<file path="src/rtl/mem_arb_if.sv">
// rtl/mem_arb_if.sv - fetch, load/store and memory-side signals of the MP-8 memory arbiter
interface mem_arb_if #(
    parameter int AW = 5,
    parameter int DW = 8
);
    logic          f_req;
    logic [AW-1:0] f_addr;
    logic          f_gnt;
    logic          f_valid;
    logic [DW-1:0] f_rdata;

    logic          d_req;
    logic          d_we;
    logic [AW-1:0] d_addr;
    logic [DW-1:0] d_wdata;
    logic          d_gnt;
    logic          d_valid;
    logic [DW-1:0] d_rdata;

    logic [AW-1:0] mem_addr;
    logic [DW-1:0] mem_wd;
    logic          mem_we;
    logic [DW-1:0] mem_rd;

    logic          busy;

    modport slave (
        input  f_req, f_addr, d_req, d_we, d_addr, d_wdata, mem_rd,
        output f_gnt, f_valid, f_rdata, d_gnt, d_valid, d_rdata,
               mem_addr, mem_wd, mem_we, busy
    );

    modport master (
        output f_req, f_addr, d_req, d_we, d_addr, d_wdata, mem_rd,
        input  f_gnt, f_valid, f_rdata, d_gnt, d_valid, d_rdata,
               mem_addr, mem_wd, mem_we, busy
    );
endinterface

</file>
<file path="src/rtl/mem_arb.sv">
// rtl/mem_arb.sv - two-port arbiter/sequencer for the MP-8 32x8 memory; MEM_ARB_RR_EN selects round-robin on contention
module mem_arb #(
    parameter int AW = 5,
    parameter int DW = 8
) (
    input  logic      CLK,
    input  logic      RESET,
    mem_arb_if.slave  bus
);
    typedef enum logic [1:0] {
        IDLE  = 2'd0,
        ACC_F = 2'd1,
        ACC_D = 2'd2
    } state_t;

    state_t state;
    state_t state_nxt;
    logic   last_gnt;
    logic   pick_f;

`ifdef MEM_ARB_RR_EN
    // last_gnt=1 means data was served last, so fetch takes the contested slot
    assign pick_f = last_gnt;
`else
    assign pick_f = 1'b0 & last_gnt;
`endif

    // The port being served is masked, so a held request waits one cycle
    always_comb begin
        state_nxt = IDLE;
        case (state)
            IDLE: begin
                if (bus.f_req && bus.d_req) state_nxt = pick_f ? ACC_F : ACC_D;
                else if (bus.f_req)         state_nxt = ACC_F;
                else if (bus.d_req)         state_nxt = ACC_D;
            end
            ACC_F:   if (bus.d_req) state_nxt = ACC_D;
            ACC_D:   if (bus.f_req) state_nxt = ACC_F;
            default: state_nxt = IDLE;
        endcase
    end

    always_ff @(posedge CLK) begin
        if (RESET) begin
            state       <= IDLE;
            last_gnt    <= 1'b0;
            bus.f_gnt   <= 1'b0;
            bus.d_gnt   <= 1'b0;
            bus.busy    <= 1'b0;
            bus.f_valid <= 1'b0;
            bus.d_valid <= 1'b0;
            bus.f_rdata <= '0;
            bus.d_rdata <= '0;
        end else begin
            state       <= state_nxt;
            bus.f_gnt   <= (state_nxt == ACC_F);
            bus.d_gnt   <= (state_nxt == ACC_D);
            bus.busy    <= (state_nxt != IDLE);
            if (state_nxt == ACC_F)      last_gnt <= 1'b0;
            else if (state_nxt == ACC_D) last_gnt <= 1'b1;
            bus.f_valid <= bus.f_gnt;
            bus.d_valid <= bus.d_gnt;
            if (bus.f_gnt) bus.f_rdata <= bus.mem_rd;
            if (bus.d_gnt) bus.d_rdata <= bus.mem_rd;
        end
    end

    // Memory lines follow the granted port only; a write in a reset cycle is dropped
    assign bus.mem_addr = bus.f_gnt ? bus.f_addr : (bus.d_gnt ? bus.d_addr : '0);
    assign bus.mem_wd   = bus.d_gnt ? bus.d_wdata : '0;
    assign bus.mem_we   = bus.d_gnt & bus.d_we & ~RESET;
endmodule

</file>
<file path="src/flat_wrapper.sv">
// flat-port wrapper written by rule: the top's interface ports become plain ports
module mem_arb_flat 
#(
    parameter int AW = 5,
    parameter int DW = 8
)
  (CLK, RESET, bus_f_req, bus_f_addr, bus_d_req, bus_d_we, bus_d_addr, bus_d_wdata, bus_mem_rd, bus_f_gnt, bus_f_valid, bus_f_rdata, bus_d_gnt, bus_d_valid, bus_d_rdata, bus_mem_addr, bus_mem_wd, bus_mem_we, bus_busy);
  mem_arb_if #(.AW(AW), .DW(DW)) bus_i ();
  input  logic CLK;
  input  logic RESET;
  input wire logic [$bits(bus_i.f_req)-1:0] bus_f_req;
  input wire logic [$bits(bus_i.f_addr)-1:0] bus_f_addr;
  input wire logic [$bits(bus_i.d_req)-1:0] bus_d_req;
  input wire logic [$bits(bus_i.d_we)-1:0] bus_d_we;
  input wire logic [$bits(bus_i.d_addr)-1:0] bus_d_addr;
  input wire logic [$bits(bus_i.d_wdata)-1:0] bus_d_wdata;
  input wire logic [$bits(bus_i.mem_rd)-1:0] bus_mem_rd;
  output wire logic [$bits(bus_i.f_gnt)-1:0] bus_f_gnt;
  output wire logic [$bits(bus_i.f_valid)-1:0] bus_f_valid;
  output wire logic [$bits(bus_i.f_rdata)-1:0] bus_f_rdata;
  output wire logic [$bits(bus_i.d_gnt)-1:0] bus_d_gnt;
  output wire logic [$bits(bus_i.d_valid)-1:0] bus_d_valid;
  output wire logic [$bits(bus_i.d_rdata)-1:0] bus_d_rdata;
  output wire logic [$bits(bus_i.mem_addr)-1:0] bus_mem_addr;
  output wire logic [$bits(bus_i.mem_wd)-1:0] bus_mem_wd;
  output wire logic [$bits(bus_i.mem_we)-1:0] bus_mem_we;
  output wire logic [$bits(bus_i.busy)-1:0] bus_busy;
  assign bus_i.f_req = bus_f_req;
  assign bus_i.f_addr = bus_f_addr;
  assign bus_i.d_req = bus_d_req;
  assign bus_i.d_we = bus_d_we;
  assign bus_i.d_addr = bus_d_addr;
  assign bus_i.d_wdata = bus_d_wdata;
  assign bus_i.mem_rd = bus_mem_rd;
  assign bus_f_gnt = bus_i.f_gnt;
  assign bus_f_valid = bus_i.f_valid;
  assign bus_f_rdata = bus_i.f_rdata;
  assign bus_d_gnt = bus_i.d_gnt;
  assign bus_d_valid = bus_i.d_valid;
  assign bus_d_rdata = bus_i.d_rdata;
  assign bus_mem_addr = bus_i.mem_addr;
  assign bus_mem_wd = bus_i.mem_wd;
  assign bus_mem_we = bus_i.mem_we;
  assign bus_busy = bus_i.busy;
  mem_arb #(.AW(AW), .DW(DW)) u_core (.CLK(CLK), .RESET(RESET), .bus(bus_i));
endmodule
</file>
<file path="config.mk">
export PLATFORM = sky130hd
export DESIGN_NAME = mem_arb_flat
export DESIGN_NICKNAME = d
export VERILOG_FILES = /design/src/rtl/mem_arb_if.sv /design/src/rtl/mem_arb.sv /design/src/flat_wrapper.sv
export SDC_FILE = /design/constraint.sdc
export NUM_CORES = 1
export LEC_CHECK = 0
export ABC_AREA = 1
export CAP_MARGIN = 20
export CORE_MARGIN = 4
export CORE_UTILIZATION = 35
export CTS_BUF_LIST = sky130_fd_sc_hd__clkbuf_4
export CTS_CLUSTER_DIAMETER = 200
export CTS_CLUSTER_SIZE = 14
export DETAILED_ROUTE_END_ITERATION = 7
export PLACE_DENSITY = 0.82
export REMOVE_ABC_BUFFERS = 1
export SYNTH_ARGS = -nofsm -noshare
export SYNTH_HDL_FRONTEND = slang
export SYNTH_SLANG_ARGS = --single-unit
</file>
<file path="constraint.sdc">
create_clock -name CLK -period 1.29 [get_ports CLK]
set_clock_uncertainty 0.05 [all_clocks]
set_input_delay 0.258 -clock CLK [delete_from_list [all_inputs] [get_ports CLK]]
set_output_delay 0.258 -clock CLK [all_outputs]
set_load 0.05 [all_outputs]
</file>
==> reports/qor.yml <==
routing:
  drt_iter0_drc: 26
  drc_errors: 0
  wl_um: 4130
  drtPass1Iterations: 4
  vias: 1157
  via_per_inst: 5.03
  wire_per_inst_um: 17.9
  antenna_left: 0
synthesis:
  seq_area_frac_synth_pct: 51.1
  synth_seq_cells: 23
  synth_most_common_cell: "nor2_1"
  yosysTopAreaCell: "dfxtp_1"
  ys_top_cells_by_area: "dfxtp_1 51%, nor2_1 16%, nand2_1 8.8%"
  yosysWarnings: 0
  synthTopCellsByCount: "39 x nor2_1, 23 x dfxtp_1, 21 x nand2_1, 12 x inv_1, 11 x o21ai_0"
  ys_types: 14
  synth_top_area_share_pct: 51.1
  avgSynthCellArea_sq_um: 7.21
  synth_area_sq_um: 901
  synth_edf_count: 0
  synthCells: 125
  synthArstFlopShare_pct: 0
  ys.flop_type: "dfxtp_1"
job:
  max_cap_viol_count: 0
setup_path:
  path_max_fanout: 5
  endpoint_kind: "output pin"
  critPathLaunchType: "flop"
  worstPathArrival_ns: 1.19
  critPathKind: "reg -> out"
  slowest_delay_ns: 0.42
  slowest_stage: "dfxtp_4"
  path_cells: "buf_12, nand3_2, nand2_2, buf_8"
  required_ns: 0.98
timing:
  fin_crit_ns: 1.50
  max_freq_mhz: 668
  rsz0062_at_grt: "yes"
  slew_viol_final: 0
  setup_violations: 16
  fin_ws_ns: -0.206
  fin_crit_sh_pct: 116
  timing.slew.headroom_pct: 79.7
  holdWs_ns: 0.491
  worst_pin_slew_ns: 0.304
  finalHoldViolCount: 0
status:
  violations: "setup timing"
  status: "finished with violations"
clock_tree:
  root_buffer: "clkbuf_4"
  h-tree-depth: 1
  clkLatencyLatePin_ns: 0.31
  tritoncts: "built"
  cts.path.max_buffers: 2
  numCtsBuffers: 3
  clock-sinks: 23
  clk_pin_slew_ns: 0.11
  cts_hold_buf: 0
grt:
  antenna_found_initial: 0
  grt_pass1_wl_um: 5520
  grt_overflow: 0
  grt_usage_pct: 20.8
  grt_pass1_vias: 1220
  grt_max_degree: 18
cells_and_area:
  num-fill-cells: 122
  area_growth_pct: 138
  stdcell_area_sq_mm: 0.00214
  antennaDiodeCount: 0
  drive_above_1_share_pct: 43.0
  nNetsFinal: 232
  post-route-util_pct: 87.3
place:
  placed_area_sq_mm: 0.00188
  preCtsSetupSlack_ns: -0.179
  dp_hpwl_um: 2390
  gp_congestion: 0.740
  io_buffers: 65
floorplanning:
  start_util_pct: 36.7
  fp.dieH_um: 58.7
  die_w_um: 58.7
  die-area_sq_mm: 0.00345
  num_rows: 18
  core_sq_mm: 0.00245
  pin_count: 66
pwr:
  powerDensity_mw_per_mm2: 888
  p_total_mw: 1.90
  cellLeakagePower_nw: 0.963
  ir_drop_mv: 0.931
min_path:
  worstHoldPathType: "reg -> reg"
-- worst max-delay path: cells and delay by family (launching register included) --
family / cells / cell delay, ns
buf+inv: 2 / 0.29
flops: 1 / 0.42
simple gates: 2 / 0.18
-- where the power goes --
group          leakage (nW)  total, mW  switching [mW]  internal [mW]
combinational         0.754      0.746           0.385          0.361
sequential            0.190      0.803          0.0512          0.752
clock                0.0184      0.353           0.212          0.142
-- cell usage in the layout, fill, tap and decap left out, types with 3 or more instances in the layout --
cell type / instances
nor2_1: 37
nand3_4: 3
o21ai_0: 11
buf_8: 6
buf_4: 7
o21ai_2: 3
nand2_4: 5
inv_2: 8
inv_1: 3
buf_12: 31
clkdlybuf4s50_1: 30
clkbuf_4: 4
dfxtp_1: 21
nand2_2: 8
nand2_1: 8
-- timing repair --
item,in CTS,in global routing
setup endpoints to repair,22,24
buffers inserted,5,2
cloned,2,0
gates resized for setup,40,20
endpoints found under the hold margin,0,0
pin swaps,4,5
-- through the flow --
stage	setup TNS, ns	cells
6_report	-2.23	230
4_1_cts	-2.75	230
2_1_floorplan	-13.21	120
3_5_place_dp	-0.996	219
3_3_place_gp	-0.463	219
5_1_grt	-2.94	230
-- logic make-up after synthesis --
kind of cell | count (synthesis) | share of synthesized area (%)
buf+inv | 19 | 9.86
simple gates | 66 | 28.3
compound gates | 17 | 10.7
flops | 23 | 51.1
-- state kept, by name (all words and copies together), names as in the netlist --
signal,flops
u_core.bus.f_gnt,1
u_core.bus.d_valid,1
u_core.bus.busy,1
u_core.bus.d_rdata,8
u_core.bus.f_rdata,8
u_core.state,2
u_core.bus.d_gnt,1
u_core.bus.f_valid,1
-- worst paths after layout --
check / cells past startpoint / from / end / slack (ns)
setup / recovery: 4 / u_core.bus.d_gnt / bus_mem_addr[4] / -0.21
hold / removal: 3 / u_core.state[0] / u_core.bus.busy / 0.49
setup reg to reg: 5 / u_core.bus.d_gnt / u_core.bus.d_rdata[6] / 0.03
hold reg to reg: 3 / u_core.state[0] / u_core.bus.busy / 0.49
-- cell type report --
cell class | count | area [sq um] | area share (%)
tap | 30 | 37.5 | 1.75
sequential | 23 | 468 | 21.8
timing repair buffer | 76 | 1090 | 50.7
clock buffer | 4 | 30.0 | 1.40
multi-input combinational | 83 | 462 | 21.6
inverter | 14 | 58.8 | 2.75
-- routing by layer --
metal / track usage, % / up-vias / part of all wire, %
li1: - / 532 / -
met1: 19.9 / 550 / 32
met2: 40.7 / 64 / 57
met3: 8.11 / 11 / 9.3
met4: 4.85 / 0 / 2.1
met5: 0 / - / 0
Note: power is estimated with default switching activity, not from simulation.
